$ cat config.mk
export PLATFORM = sky130hd
export DESIGN_NAME = serial_op_sequencer
export DESIGN_NICKNAME = d
export VERILOG_FILES = /design/src/rtl/serial_op_sequencer_pkg.sv /design/src/rtl/serial_op_sequencer_cmp.sv /design/src/rtl/serial_op_sequencer.sv
export SDC_FILE = /design/constraint.sdc
export NUM_CORES = 1
export LEC_CHECK = 0
export BUFFER_PORTS_ARGS = -buffer_cell sky130_fd_sc_hd__buf_2
export CORE_UTILIZATION = 54
export DETAILED_ROUTE_END_ITERATION = 12
export GPL_TIMING_DRIVEN = 1
export HOLD_SLACK_MARGIN = 0.02
export PLACE_DENSITY_LB_ADDON = 0.3
export SETUP_SLACK_MARGIN = 0.02
export SLEW_MARGIN = 25
export SYNTH_ARGS = -nofsm -noshare
export SYNTH_HDL_FRONTEND = slang
export SYNTH_SLANG_ARGS = --single-unit
export TNS_END_PERCENT = 50
$ cat constraint.sdc
create_clock -name clk -period 4.1 [get_ports clk]
set_clock_uncertainty 0.05 [all_clocks]
set_input_delay 0.205 -clock clk [delete_from_list [all_inputs] [get_ports clk]]
set_output_delay 0.205 -clock clk [all_outputs]
set_load 0.1 [all_outputs]
$ cat src/rtl/serial_op_sequencer_pkg.sv
// Shared types and constants for the bit-serial register-file sequencer.
package serial_pkg;

  localparam int XLEN_C = 32;
  localparam int NREG_C = 16;

  typedef enum logic [2:0] {
    OP_MOV  = 3'd0,
    OP_AND  = 3'd1,
    OP_OR   = 3'd2,
    OP_XOR  = 3'd3,
    OP_SLTU = 3'd4,
    OP_SLT  = 3'd5,
    OP_SEQ  = 3'd6,
    OP_CMP  = 3'd7
  } serial_op_e;

  typedef enum logic [1:0] {
    ST_IDLE = 2'd0,
    ST_RUN  = 2'd1,
    ST_WB   = 2'd2,
    ST_FIN  = 2'd3
  } seq_state_e;

  // Streaming ops write their result bit in the same cycle the operands arrive.
  function automatic logic op_is_stream(serial_op_e op);
    return (op inside {OP_MOV, OP_AND, OP_OR, OP_XOR});
  endfunction

endpackage

$ cat src/rtl/serial_op_sequencer_cmp.sv
// MSB-first magnitude/equality tracker: the first differing bit decides lt.
module serial_cmp_unit
  import serial_pkg::*;
(
  input  logic clk,
  input  logic rst_n,
  input  logic clr_i,
  input  logic en_i,
  input  logic sign_first_i,
  input  logic a_i,
  input  logic b_i,
  output logic eq_o,
  output logic lt_o
);

  logic eq_q, eq_d;
  logic lt_q, lt_d;

  // Once a difference is seen the result is frozen; on the sign bit the
  // ordering inverts, so a set 'a' means a is the negative (smaller) one.
  always_comb begin
    eq_d = eq_q;
    lt_d = lt_q;
    if (clr_i) begin
      eq_d = 1'b1;
      lt_d = 1'b0;
    end else if (en_i && eq_q && (a_i != b_i)) begin
      eq_d = 1'b0;
      lt_d = sign_first_i ? a_i : b_i;
    end
  end

  always_ff @(posedge clk or negedge rst_n) begin
    if (!rst_n) begin
      eq_q <= 1'b1;
      lt_q <= 1'b0;
    end else begin
      eq_q <= eq_d;
      lt_q <= lt_d;
    end
  end

  assign eq_o = eq_q;
  assign lt_o = lt_q;

endmodule

$ cat src/rtl/serial_op_sequencer.sv
// Issue controller for the bit-serial 16 x XLEN register file.
// Optional compare flags (cmp_lt/cmp_eq, op 7 = CMP) under SERIAL_SEQ_CMP_FLAG_EN.
module serial_op_sequencer
  import serial_pkg::*;
#(
  parameter int XLEN  = XLEN_C,
  parameter int CNT_W = $clog2(XLEN)
) (
  input  logic       clk,
  input  logic       rst_n,
  input  logic       req_valid,
  output logic       req_ready,
  input  logic [2:0] req_op,
  input  logic [3:0] req_rd,
  input  logic [3:0] req_rs1,
  input  logic [3:0] req_rs2,
  output logic [3:0] r_sel1,
  output logic [3:0] r_sel2,
  input  logic       r_value1,
  input  logic       r_value2,
  output logic       shift,
  output logic       wr_en,
  output logic [3:0] write_register,
  output logic       write_value,
  output logic       busy,
`ifdef SERIAL_SEQ_CMP_FLAG_EN
  output logic       done,
  output logic       cmp_lt,
  output logic       cmp_eq
`else
  output logic       done
`endif
);

  // Handshake: a request is taken on the edge where req_valid && req_ready;
  // req_ready is high only in IDLE, so requests during busy are dropped.
  seq_state_e       state_q, state_d;
  logic [CNT_W-1:0] cnt_q, cnt_d;
  serial_op_e       op_q, op_d;
  logic [3:0]       rd_q, rd_d;
  logic [3:0]       rs1_q, rs1_d;
  logic [3:0]       rs2_q, rs2_d;

  logic cmp_clr, cmp_en, sign_first;
  logic eq_w, lt_w;
  logic last_bit;
  logic stream_bit;

  assign last_bit = (cnt_q == CNT_W'(XLEN - 1));

  always_comb begin
    case (op_q)
      OP_MOV:  stream_bit = r_value1;
      OP_AND:  stream_bit = r_value1 & r_value2;
      OP_OR:   stream_bit = r_value1 | r_value2;
      OP_XOR:  stream_bit = r_value1 ^ r_value2;
      default: stream_bit = 1'b0;
    endcase
  end

  always_comb begin
    state_d        = state_q;
    cnt_d          = cnt_q;
    op_d           = op_q;
    rd_d           = rd_q;
    rs1_d          = rs1_q;
    rs2_d          = rs2_q;
    cmp_clr        = 1'b0;
    cmp_en         = 1'b0;
    sign_first     = 1'b0;
    req_ready      = 1'b0;
    busy           = 1'b1;
    shift          = 1'b0;
    wr_en          = 1'b0;
    write_register = 4'd0;
    write_value    = 1'b0;
    r_sel1         = 4'd0;
    r_sel2         = 4'd0;
    done           = 1'b0;
    case (state_q)
      ST_IDLE: begin
        req_ready = 1'b1;
        busy      = 1'b0;
        cmp_clr   = 1'b1;
        cnt_d     = '0;
        if (req_valid) begin
          op_d  = serial_op_e'(req_op);
          rd_d  = req_rd;
          rs1_d = req_rs1;
          rs2_d = req_rs2;
`ifdef SERIAL_SEQ_CMP_FLAG_EN
          state_d = ST_RUN;
`else
          state_d = (serial_op_e'(req_op) == OP_CMP) ? ST_FIN : ST_RUN;
`endif
        end
      end
      ST_RUN: begin
        shift          = 1'b1;
        r_sel1         = rs1_q;
        r_sel2         = rs2_q;
        write_register = rd_q;
        cmp_en         = 1'b1;
        sign_first     = (op_q == OP_SLT) && (cnt_q == '0);
        // x0 still rotates with everyone else but is never written.
        if (op_is_stream(op_q)) begin
          wr_en       = (rd_q != 4'd0);
          write_value = stream_bit;
        end
        cnt_d = cnt_q + CNT_W'(1);
        if (last_bit) begin
          cnt_d   = '0;
          state_d = (op_q inside {OP_SLTU, OP_SLT, OP_SEQ}) ? ST_WB : ST_FIN;
        end
      end
      ST_WB: begin
        shift          = 1'b1;
        write_register = rd_q;
        wr_en          = (rd_q != 4'd0);
        cnt_d          = cnt_q + CNT_W'(1);
        if (last_bit) begin
          write_value = (op_q == OP_SEQ) ? eq_w : lt_w;
          cnt_d       = '0;
          state_d     = ST_FIN;
        end
      end
      default: begin
        done    = 1'b1;
        state_d = ST_IDLE;
      end
    endcase
  end

  always_ff @(posedge clk or negedge rst_n) begin
    if (!rst_n) begin
      state_q <= ST_IDLE;
      cnt_q   <= '0;
      op_q    <= OP_MOV;
      rd_q    <= 4'd0;
      rs1_q   <= 4'd0;
      rs2_q   <= 4'd0;
    end else begin
      state_q <= state_d;
      cnt_q   <= cnt_d;
      op_q    <= op_d;
      rd_q    <= rd_d;
      rs1_q   <= rs1_d;
      rs2_q   <= rs2_d;
    end
  end

  serial_cmp_unit u_cmp (
    .clk          (clk),
    .rst_n        (rst_n),
    .clr_i        (cmp_clr),
    .en_i         (cmp_en),
    .sign_first_i (sign_first),
    .a_i          (r_value1),
    .b_i          (r_value2),
    .eq_o         (eq_w),
    .lt_o         (lt_w)
  );

`ifdef SERIAL_SEQ_CMP_FLAG_EN
  logic cmp_lt_q, cmp_eq_q;

  always_ff @(posedge clk or negedge rst_n) begin
    if (!rst_n) begin
      cmp_lt_q <= 1'b0;
      cmp_eq_q <= 1'b0;
    end else if ((state_q == ST_FIN) && !op_is_stream(op_q)) begin
      cmp_lt_q <= lt_w;
      cmp_eq_q <= eq_w;
    end
  end

  assign cmp_lt = cmp_lt_q;
  assign cmp_eq = cmp_eq_q;
`endif

endmodule

==> results of run 1 <==
==> routing by layer <==
| layer | up-vias | routed length, um | track usage |
|---|---|---|---|
| met5 | - | 0 | 0 |
| met3 | 7 | 117 | 0.03509 |
| met4 | 0 | 54 | 0.08108 |
| met2 | 32 | 1476 | 0.4252 |
| met1 | 509 | 1277 | 0.2900 |
| li1 | 507 | - | - |
==> repair_timing <==
item                                   4_1_cts  5_1_grt
endpoints found under the hold margin       23        1
hold buffers                                 1        1
gates resized for setup                      0        0
==> cells by family after synthesis <==
kind of cell / Yosys count
AO/OA/AOI/OAI: 19
buffers and inverters: 14
AND/OR/NAND/NOR: 39
flip-flops: 24
adder cells (fa/ha/maj): 10
multiplexers: 17
==> worst max-delay path: stages, from the launching register on <==
cell and delay, ps:
dfrtp_1 470, inv_1 100, ha_1 530, and3_1 220, a32o_1 150, buf_2 430
==> registers in the layout (all words and copies together) (netlist names) <==
signal	flops
cnt_q	5
rd_q	4
rs1_q	4
rs2_q	4
op_q	3
state_q	2
u_cmp.eq_o	1
u_cmp.lt_o	1
==> layout make-up <==
| type | instances | area [um2] | area share |
|---|---|---|---|
| clock buffers | 3 | 22.52 | 0.01387 |
| multi-input cells | 85 | 691.9 | 0.4260 |
| flip-flops and latches | 24 | 601.8 | 0.3706 |
| clock inverters | 1 | 30.03 | 0.01849 |
| well taps | 28 | 35.03 | 0.02157 |
| inverters | 10 | 37.54 | 0.02311 |
| repair buffers | 39 | 205.2 | 0.1263 |
==> placed cells by master (no fill, tap or decap), types with 2 or more instances in the layout <==
master / netlist / final
buf_2: 0 / 37
dfrtp_1: 23 / 23
mux2_1: 15 / 15
and2_1: 12 / 12
inv_1: 10 / 10
ha_1: 10 / 10
nand2_1: 9 / 9
o21ai_1: 6 / 6
o21ai_0: 3 / 3
clkbuf_4: 0 / 3
and3_2: 2 / 2
nor2b_1: 2 / 2
and3_1: 2 / 2
nand3_1: 2 / 2
o41ai_1: 2 / 2
dlygate4sd3_1: 0 / 2
==> how the worst max path moves through the flow <==
stage	start	cells past startpoint	slack, ps	endpoint
after floorplan	state_q[0]$_DFFE_PN0P_	5	830	wr_en
after global routing	state_q[1]$_DFFE_PN0P_	6	1480	wr_en
after detailed placement	state_q[0]$_DFFE_PN0P_	5	2030	write_value
after global placement	cnt_q[0]$_DFFE_PN0P_	6	2090	write_value
final	state_q[0]$_DFFE_PN0P_	5	1600	write_value
after CTS	cnt_q[0]$_DFFE_PN0P_	6	1650	write_value
==> metrics by stage <==
stage | cell area, um2 | instances | utilization | setup slack, ps
final | 1624 | 190 | 0.7136 | 1601
after global routing | 1624 | 190 | 0.7136 | 1476
after CTS | 1614 | 189 | 0.7092 | 1647
after detailed placement | 1551 | 184 | 0.6817 | 2032
after global placement | 1551 | 184 | 0.6817 | 2092
after floorplan | 1346 | 123 | - | 833.1
==> cell usage after synthesis (2+ instances only) <==
cell type	count	area share
clkbuf_1	4	0.011
nand3_1	2	0.0074
o41ai_1	2	0.013
nor2b_1	2	0.0093
nand2_1	9	0.025
inv_1	10	0.028
o21ai_1	6	0.022
o21ai_0	3	0.011
and3_1	2	0.0093
and3_2	2	0.011
ha_1	10	0.093
and2_1	12	0.056
mux2_1	15	0.13
dfrtp_1	23	0.43
==> results.md, run 1 <==
- Primary FF master, synth: dfrtp_1
- Largest family of logic cells by synthesized area: simple AND/OR/NAND/NOR gates
- Hold Path Class: in2reg
- Worst Setup End Kind: primary output
- Hpwl dp: 2.185 mm
- TritonRoute pass-1 iters: 4
- Reg2Reg Setup Slack: 2000 ps
- Post-route ant nets: 0
- Post-CTS setup buffers: 0
- Slew Limit Fails: 0
- Syn_area_per_cell: ~11 um2
- Final-report setup violation count: 0
- GR Overflow Total: 0
- Final hold violation count: 0
- RSZ-0062 raised after global routing: no
- CTS Buf Count: 3
- Synth Area in XOR/XNOR: 0
- Die Wd: slightly above 50 um
- Compound-Gate Fraction of Synth Area: 0.09665
- Req. time, crit path: approximately 3900 ps
- Antenna violations before repair: 0
- Die Ht: between 50 and 60 um
- Synth warn: 0
- Row Count: 17
- Synth Area in Simple Gates: 0.1738
- Max-Cap Viols: 0
- Wirelength per Cell: around 15 um
- # fillers: ~180
- Vias: approximately 1.1k
- RD Place Congestion: between 0.7 and 0.8
- Port Buffers: 37
- Clock Latency Late Sink: between 300 and 400 ps
- Initial Util: 0.5915
- Layout cells sized above 1: 0.3025
- Crit-path max FO: 14
- Post-synth ARST share: 1.000
- Vias in the first global route: ~1.0k
- GRT Util Overall: 0.2386
- Reg2Reg Depth: 6
- Endpoint, Worst Hold: rs1_q[1]$_DFFE_PN0P_
- Synth Cell Area: around 0.0013 mm2
- CTS Buffer Depth: 2
- Wirelength, routed: around 2.9 mm
- Largest net degree at the start of global routing: 25
- TNS Setup: 0 ps
- Reg clk slew, reported paths: 140 ps
- Crit Path Class: reg2out
- Synth-to-Final Area Change: 20.63%
- Final nets: 193
- Die Footprint: 0.002697 mm2
- Tcrit/Tclk final: 0.6094
- EDFF count, synth: 0
- 1st-iter DRT viols: 29
- Worst hold slack: about 23 ps
- Sequential element share of the synthesized area: 0.4470
- DR DRC count: 0
- CP startpoint kind: flip-flop
- Core area: about 0.0023 mm2
- Reg-to-Reg Start: cnt_q[0]$_DFFE_PN0P_
- Cells after synthesis: roughly 120
- Hold path cells: 2
- First-pass GRT wire length: 4.623 mm
- Cell variety after synth: 35
- Synth Area in Adders: 0.09294
- Post-synthesis mux area share: 0.1506
- Syn_nets: approximately 150
- Max Freq: ~400 MHz
- Via density: between 5 and 6
- Worst slew pin tran: just over 600 ps
- Clk Tree Root Cell: clkbuf_4
- Yosys reg bits: 24
- Data arrival time of the worst path: ~2200 ps
- Htree depth: 1
- Antenna diodes: 0
- R2r endpoint: cnt_q[3]$_DFFE_PN0P_
- Max-slew headroom: 0.5870
- Hold_sp: req_rs1[1]
- # clock sinks: 24
- I/O Pins: 38
- CTS tree: built
- Clock period minus worst slack: about 2500 ps
- Status: finished, final reports clean
Power of run 1 is not shown: default switching activity piles up to over one toggle a cycle in this logic, so the estimate is an artifact.
==> inputs of run 2 (changes only) <==
--- a/config.mk
+++ b/config.mk
@@ -6,7 +6,7 @@
 export NUM_CORES = 1
 export LEC_CHECK = 0
 export BUFFER_PORTS_ARGS = -buffer_cell sky130_fd_sc_hd__buf_2
-export CORE_UTILIZATION = 54
+export CORE_UTILIZATION = 51
 export DETAILED_ROUTE_END_ITERATION = 12
 export GPL_TIMING_DRIVEN = 1
 export HOLD_SLACK_MARGIN = 0.02
==> constraint.sdc (replaced) <==
create_clock -name clk -period 2.4 [get_ports clk]
set_clock_uncertainty 0.05 [all_clocks]
set_input_delay 0.12 -clock clk [delete_from_list [all_inputs] [get_ports clk]]
set_output_delay 0.12 -clock clk [all_outputs]
set_load 0.1 [all_outputs]
==> results.md, run 2 (synthesized netlist as in run 1, its figures left out) <==
- Clock period minus worst slack: around 2300 ps
- CTS tree: built
- Max Freq: between 400 and 500 MHz
- DR DRC count: 0 (unchanged)
- GR Overflow Total: 0 (unchanged)
- Crit Path Class: reg2out
- Crit-path max FO: 5 (-9)
- Post-route ant nets: 0 (unchanged)
- Post-CTS setup buffers: 0 (unchanged)
- Hold Path Class: in2reg
- Via density: 5.345 (-3.7%)
- Wirelength per Cell: 14.20 um (-7.7%)
- CP bufs+invs: 1 (-1)
- Biggest register: cnt_q
- Htree depth: 1 (unchanged)
- CP top delay family: adder cells
- Req. time, crit path: 2230 ps (-1620 ps)
- Antenna violations before repair: 0 (unchanged)
- Initial Util: 0.5434 (-0.04810)
- Final hold violation count: 0 (unchanged)
- Multi-input logic area: 705.7 um2 (+2.0%)
- Row Count: 18 (+1)
- Status: finished, final reports clean
- FF/Latch Area: 601.8 um2 (unchanged)
- Post-DP Area: 0.001565 mm2 (+0.89%)
- Reg clk slew, reported paths: 130 ps (about the same)
- CP startpoint kind: flip-flop
- Vias: 1,101 (+4.4%)
- # clock sinks: 24 (unchanged)
- Slowest-stage cell, CP: dfrtp_1
- Max-slew headroom: 0.5732 (-0.01379)
- Post-route cell area: 0.001785 mm2 (+9.9%)
- Data arrival time of the worst path: 2100 ps (-140 ps)
- RD Place Congestion: 0.8420 (+9.3%)
- Final-report setup violation count: 0 (unchanged)
- Most frequent cells in the layout: buf_2, dfrtp_1, dlygate4sd3_1, mux2_1, and2_1
- Worst slew pin tran: 638.6 ps (+20.64 ps)
- Layout cells sized above 1: 0.3011 (-0.001333)
- CP most frequent cell: ha_1
- Wirelength, routed: 2.926 mm (about the same)
- Clk Tree Root Cell: clkbuf_4
- # fillers: 183 (+4.0%)
- First-pass GRT wire length: 4.560 mm (-1.4%)
- Hpwl dp: 1.985 mm (-9.2%)
- GRT Util Overall: 0.2314 (-0.007209)
- Tcrit/Tclk final: 0.9468
- Slew Limit Fails: 0 (unchanged)
- Post-place setup slack: 375.8 ps (-1656 ps)
- Final cell count without fillers: 206 (+8.4%)
- Crit-path max cell delay: 440 ps (-90 ps)
- TNS Setup: 0 ps (unchanged)
- Worst path cell trace: ha_1 -> and3_2 -> ha_1 -> and3_1 -> a32o_2 -> buf_4
- Die Ht: 53.38 um (+2.8%)
- Die Wd: 53.38 um (+2.8%)
- Max-Cap Viols: 0 (unchanged)
- Core area: 0.002477 mm2 (+8.9%)
- TritonRoute pass-1 iters: 4 (unchanged)
- Largest net degree at the start of global routing: 25 (unchanged)
- CTS Buf Count: 3 (unchanged)
- Clock Latency Late Sink: 320 ps (about the same)
- Commonest non-fill, non-tap cell in the layout: buf_2
- Setup ws final: 127.7 ps (-1474 ps)
- CTS Buffer Depth: 2 (unchanged)
- Worst Setup End Kind: primary output
- Vias in the first global route: 1,075 (+6.8%)
- Antenna diodes: 0 (unchanged)
- Max FFs per register: 5 (unchanged)
- Synth-to-Final Area Change: 32.62%
- Port Buffers: 37 (unchanged)
- RSZ-0062 raised after global routing: no
- Dpl cells: 186 (+1.1%)
- Die Footprint: 0.002849 mm2 (+5.7%)
- Final nets: 207 (+7.3%)
- 1st-iter DRT viols: 8 (-72%)
- I/O Pins: 38 (unchanged)
[run 2: path summary, 6_finish.rpt]
path                            slack [ps]  cells after the start              startpoint                     end
max in group asynchronous             1690                      2                   rst_n  u_cmp.eq_o$_DFFE_PN1P_
worst max-delay path                   130                      6    cnt_q[0]$_DFFE_PN0P_             write_value
worst min-delay path                   150                      4                r_value2  u_cmp.lt_o$_DFFE_PN0P_
worst min register to register         450                      2  u_cmp.eq_o$_DFFE_PN1P_  u_cmp.eq_o$_DFFE_PN1P_
worst max register to register         350                      6    cnt_q[0]$_DFFE_PN0P_    cnt_q[3]$_DFFE_PN0P_
min in group asynchronous              240                      2                   rst_n     op_q[2]$_DFFE_PN0P_
[run 2: metal layers]
metal  part of all wire  GRT usage
met5                  0          0
met4              0.021     0.1404
met3              0.036    0.03448
met2               0.52     0.4000
met1               0.42     0.2639
[run 2: final cells by class]
cell class                      count  share of cell area
Clock buffer                        3             0.01261
Tap cell                           30             0.02102
Clock inverter                      1             0.01682
Timing Repair Buffer               53              0.1962
Inverter                           10             0.02102
Multi-Input combinational cell     85              0.3952
Sequential cell                    24              0.3371
[run 2: timing repair]
| action | 4_1_cts | 5_1_grt |
|---|---|---|
| hold buffers | 16 | 0 |
| resized for setup | 0 | 4 |
| setup endpoints to repair | 0 | 2 |
| endpoints found under the hold margin | 38 | 0 |
[run 2: worst min-delay path, stage by stage]
cell and delay (ps):
buf_2 90, inv_1 50, o211ai_1 70, and3_1 150
[run 2: metrics by stage]
| stage | util | hold WS, ps |
|---|---|---|
| final | 0.7207 | 145.0 |
| after global routing | 0.7207 | 152.9 |
| after CTS | 0.7177 | 143.8 |
| after detailed placement | 0.6318 | 79.17 |
| after global placement | 0.6318 | 80.34 |
| after floorplan | - | -225.6 |
Power of run 2 is left out for the same reason.
==> inputs of run 3 (changes only) <==
--- a/config.mk
+++ b/config.mk
@@ -5,6 +5,7 @@
 export SDC_FILE = /design/constraint.sdc
 export NUM_CORES = 1
 export LEC_CHECK = 0
+export ABC_AREA = 1
 export BUFFER_PORTS_ARGS = -buffer_cell sky130_fd_sc_hd__buf_2
 export CORE_UTILIZATION = 51
 export DETAILED_ROUTE_END_ITERATION = 12
==> results.md, run 3 <==
- Status: finished, final reports clean
- Clock period minus worst slack: 2210 ps (-62.61 ps)
- First-pass GRT wire length: 4.733 mm (+3.8%)
- # fillers: 202 (+10%)
- Post-synth ARST share: 1.000 (unchanged)
- Worst Setup End Kind: primary output
- Largest cells by area after synthesis: dfrtp_1, ha_1, inv_1
- Port Buffers: 37 (unchanged)
- RD Place Congestion: 0.8324 (-1.1%)
- Reg clk slew, reported paths: 140 ps (about the same)
- Final nets: 246 (+19%)
- CTS Buf Count: 3 (unchanged)
- Clock Latency Late Sink: 320 ps (about the same)
- Most frequent cells in the layout: buf_2, inv_1, nand2_1, dfrtp_1, dlygate4sd3_1
- Post-route ant nets: 0 (unchanged)
- Post-synth top area share: 0.4159 (-0.01160)
- Die Ht: 54.09 um (+1.3%)
- TritonRoute pass-1 iters: 4 (unchanged)
- Vias in the first global route: 1,140 (+6.0%)
- Largest net degree at the start of global routing: 25 (unchanged)
- Wirelength per Cell: 12.50 um (-12%)
- Htree depth: 1 (unchanged)
- Die Footprint: 0.002926 mm2 (+2.7%)
- Die Wd: 54.09 um (+1.3%)
- TNS Setup: 0 ps (unchanged)
- CP startpoint kind: flip-flop
- Top-count cell post-synth: inv_1
- DR DRC count: 0 (unchanged)
- Crit Path Class: reg2out
- Met1 Use GR: 0.2697 (+0.005788)
- RSZ-0062 raised after global routing: no
- Cells after synthesis: 161 (+31%)
- Max FFs per register: 5 (unchanged)
- I/O Pins: 38 (unchanged)
- GR Util met3: 0.03672 (+0.002240)
- Core area: 0.002522 mm2 (+1.8%)
- Final hold violation count: 0 (unchanged)
- Biggest register: cnt_q
- Wirelength, routed: 3.062 mm (+4.6%)
- Dpl cells: 226 (+22%)
- Hpwl dp: 2.167 mm (+9.2%)
- Synth area leader: dfrtp_1
- Antenna diodes: 0 (unchanged)
- Commonest non-fill, non-tap cell in the layout: buf_2
- Via density: 4.918 (-8.0%)
- Max-slew headroom: 0.6271 (+0.05392)
- CTS tree: built
- Row Count: 18 (unchanged)
- Worst slew pin tran: 554.2 ps (-84.44 ps)
- Clk Tree Root Cell: clkbuf_4
- Primary FF master, synth: dfrtp_1
- CTS Buffer Depth: 2 (unchanged)
- Yosys reg bits: 24 (unchanged)
- Vias: 1,205 (+9.4%)
- GRT Util Overall: 0.2315 (about the same)
- Max Freq: 452.6 MHz (+2.8%)
- Synth Cell Area: 0.001384 mm2 (+2.8%)
- Req. time, crit path: 2230 ps (about the same)
- Slew Limit Fails: 0 (unchanged)
- Met2 Usage GRT: 0.4074 (+0.007407)
- Hold Path Class: in2reg
- Cell variety after synth: 20 (-43%)
- GR Overflow Total: 0 (unchanged)
- Busiest grt layer: met2
- Tcrit/Tclk final: 0.9207 (-0.02609)
- Syn_nets: 191 (+25%)
- Synth warn: 0 (unchanged)
- Post-CTS setup buffers: 0 (unchanged)
- Most instantiated cells after synthesis: inv_1, nand2_1, dfrtp_1
- Sequential element share of the synthesized area: 0.4349 (-0.01213)
- Initial Util: 0.5486 (+0.005177)
- # clock sinks: 24 (unchanged)
- Synth-to-Final Area Change: 31.56%
- 1st-iter DRT viols: 15 (+7)
- Crit-path max FO: 3 (-2)
- Data arrival time of the worst path: 2040 ps (-60 ps)
- Final-report setup violation count: 0 (unchanged)
- Layout cells sized above 1: 0.2791 (-0.02207)
- Final cell count without fillers: 245 (+19%)
- Syn_area_per_cell: 8.595 um2 (-21%)
- Max-Cap Viols: 0 (unchanged)
- EDFF count, synth: 0 (unchanged)
- Antenna violations before repair: 0 (unchanged)
run 3: changes by cell type in the layout (fill, tap and decap cells not counted), moves of 3 or more:
cell     before  now
inv_1        10   31
o21ai_1       6    0
nor2_1        0   12
nand3_1       2   13
nand2_1       9   29
a21oi_1       0    5
mux2_2        1    8
mux2_1       15    0
and2_1       12    0
o21ai_0       3    6
nor3_1        0    6
mux2_4        0    4
run 3: path summary, 6_finish.rpt:
path                                        start                     end  slack, ps  cells past startpoint
setup / recovery             cnt_q[1]$_DFFE_PN0P_             write_value        190                      9
hold / removal                          req_op[2]     op_q[2]$_DFFE_PN0P_         40                      3
setup reg to reg           state_q[1]$_DFFE_PN0P_  u_cmp.lt_o$_DFFE_PN0P_        740                      8
hold reg to reg            u_cmp.eq_o$_DFFE_PN1P_  u_cmp.eq_o$_DFFE_PN1P_        440                      2
max in group asynchronous                   rst_n  u_cmp.eq_o$_DFFE_PN1P_       1670                      2
min in group asynchronous                   rst_n  state_q[1]$_DFFE_PN0P_        250                      2
run 3: repair_timing:
action                     4_1_cts  5_1_grt
hold endpoints to repair        37        0
resized for setup                0        1
hold buffers                    15        0
setup endpoints to repair        0        1
run 3: cell type report:
class | count | area [um2] | share of cell area
multi-input combinational | 102 | 675.6 | 0.3711
sequential | 24 | 601.8 | 0.3306
timing repair buffer | 53 | 345.3 | 0.1897
inverter | 32 | 123.9 | 0.06804
tap | 30 | 37.54 | 0.02062
clock buffer | 4 | 36.28 | 0.01993
run 3: logic make-up (layout without fill, tap and decap cells):
group           Yosys count  after routing  share of synthesized area
buf+inv                  35             89                     0.1022
compound gates           14             14                    0.05335
mux                      12             12                     0.1085
fa+ha+maj                10             10                    0.09042
flops                    24             24                     0.4349
simple gates             66             66                     0.2107
run 3: critical path, cell delays in order, from the launching register on:
cell and delay [ps]:
dfrtp_1 400, ha_1 200, inv_1 60, nor3_1 130, ha_1 220, nand2_1 60, inv_1 50, nand3_1 120
a21oi_4 160, clkbuf_4 330
run 3: routing by layer:
layer	share of wire	wire (um)
met3	0.039	118
met5	0	0
met4	0.0078	24
met1	0.46	1399
met2	0.50	1520
run 3: metrics by stage:
stage | hold slack, ps | cell area [um2] | util | setup slack (ps)
floorplan | -225.6 | 1423 | - | 144.1
global placement | 78.89 | 1632 | 0.6468 | 515.8
detailed placement | 84.74 | 1632 | 0.6468 | 475.8
CTS | 33.35 | 1818 | 0.7207 | 102.0
global route | 20.59 | 1821 | 0.7217 | 54.02
finish | 44.02 | 1821 | 0.7217 | 190.3
Power of run 3 is left out for the same reason.
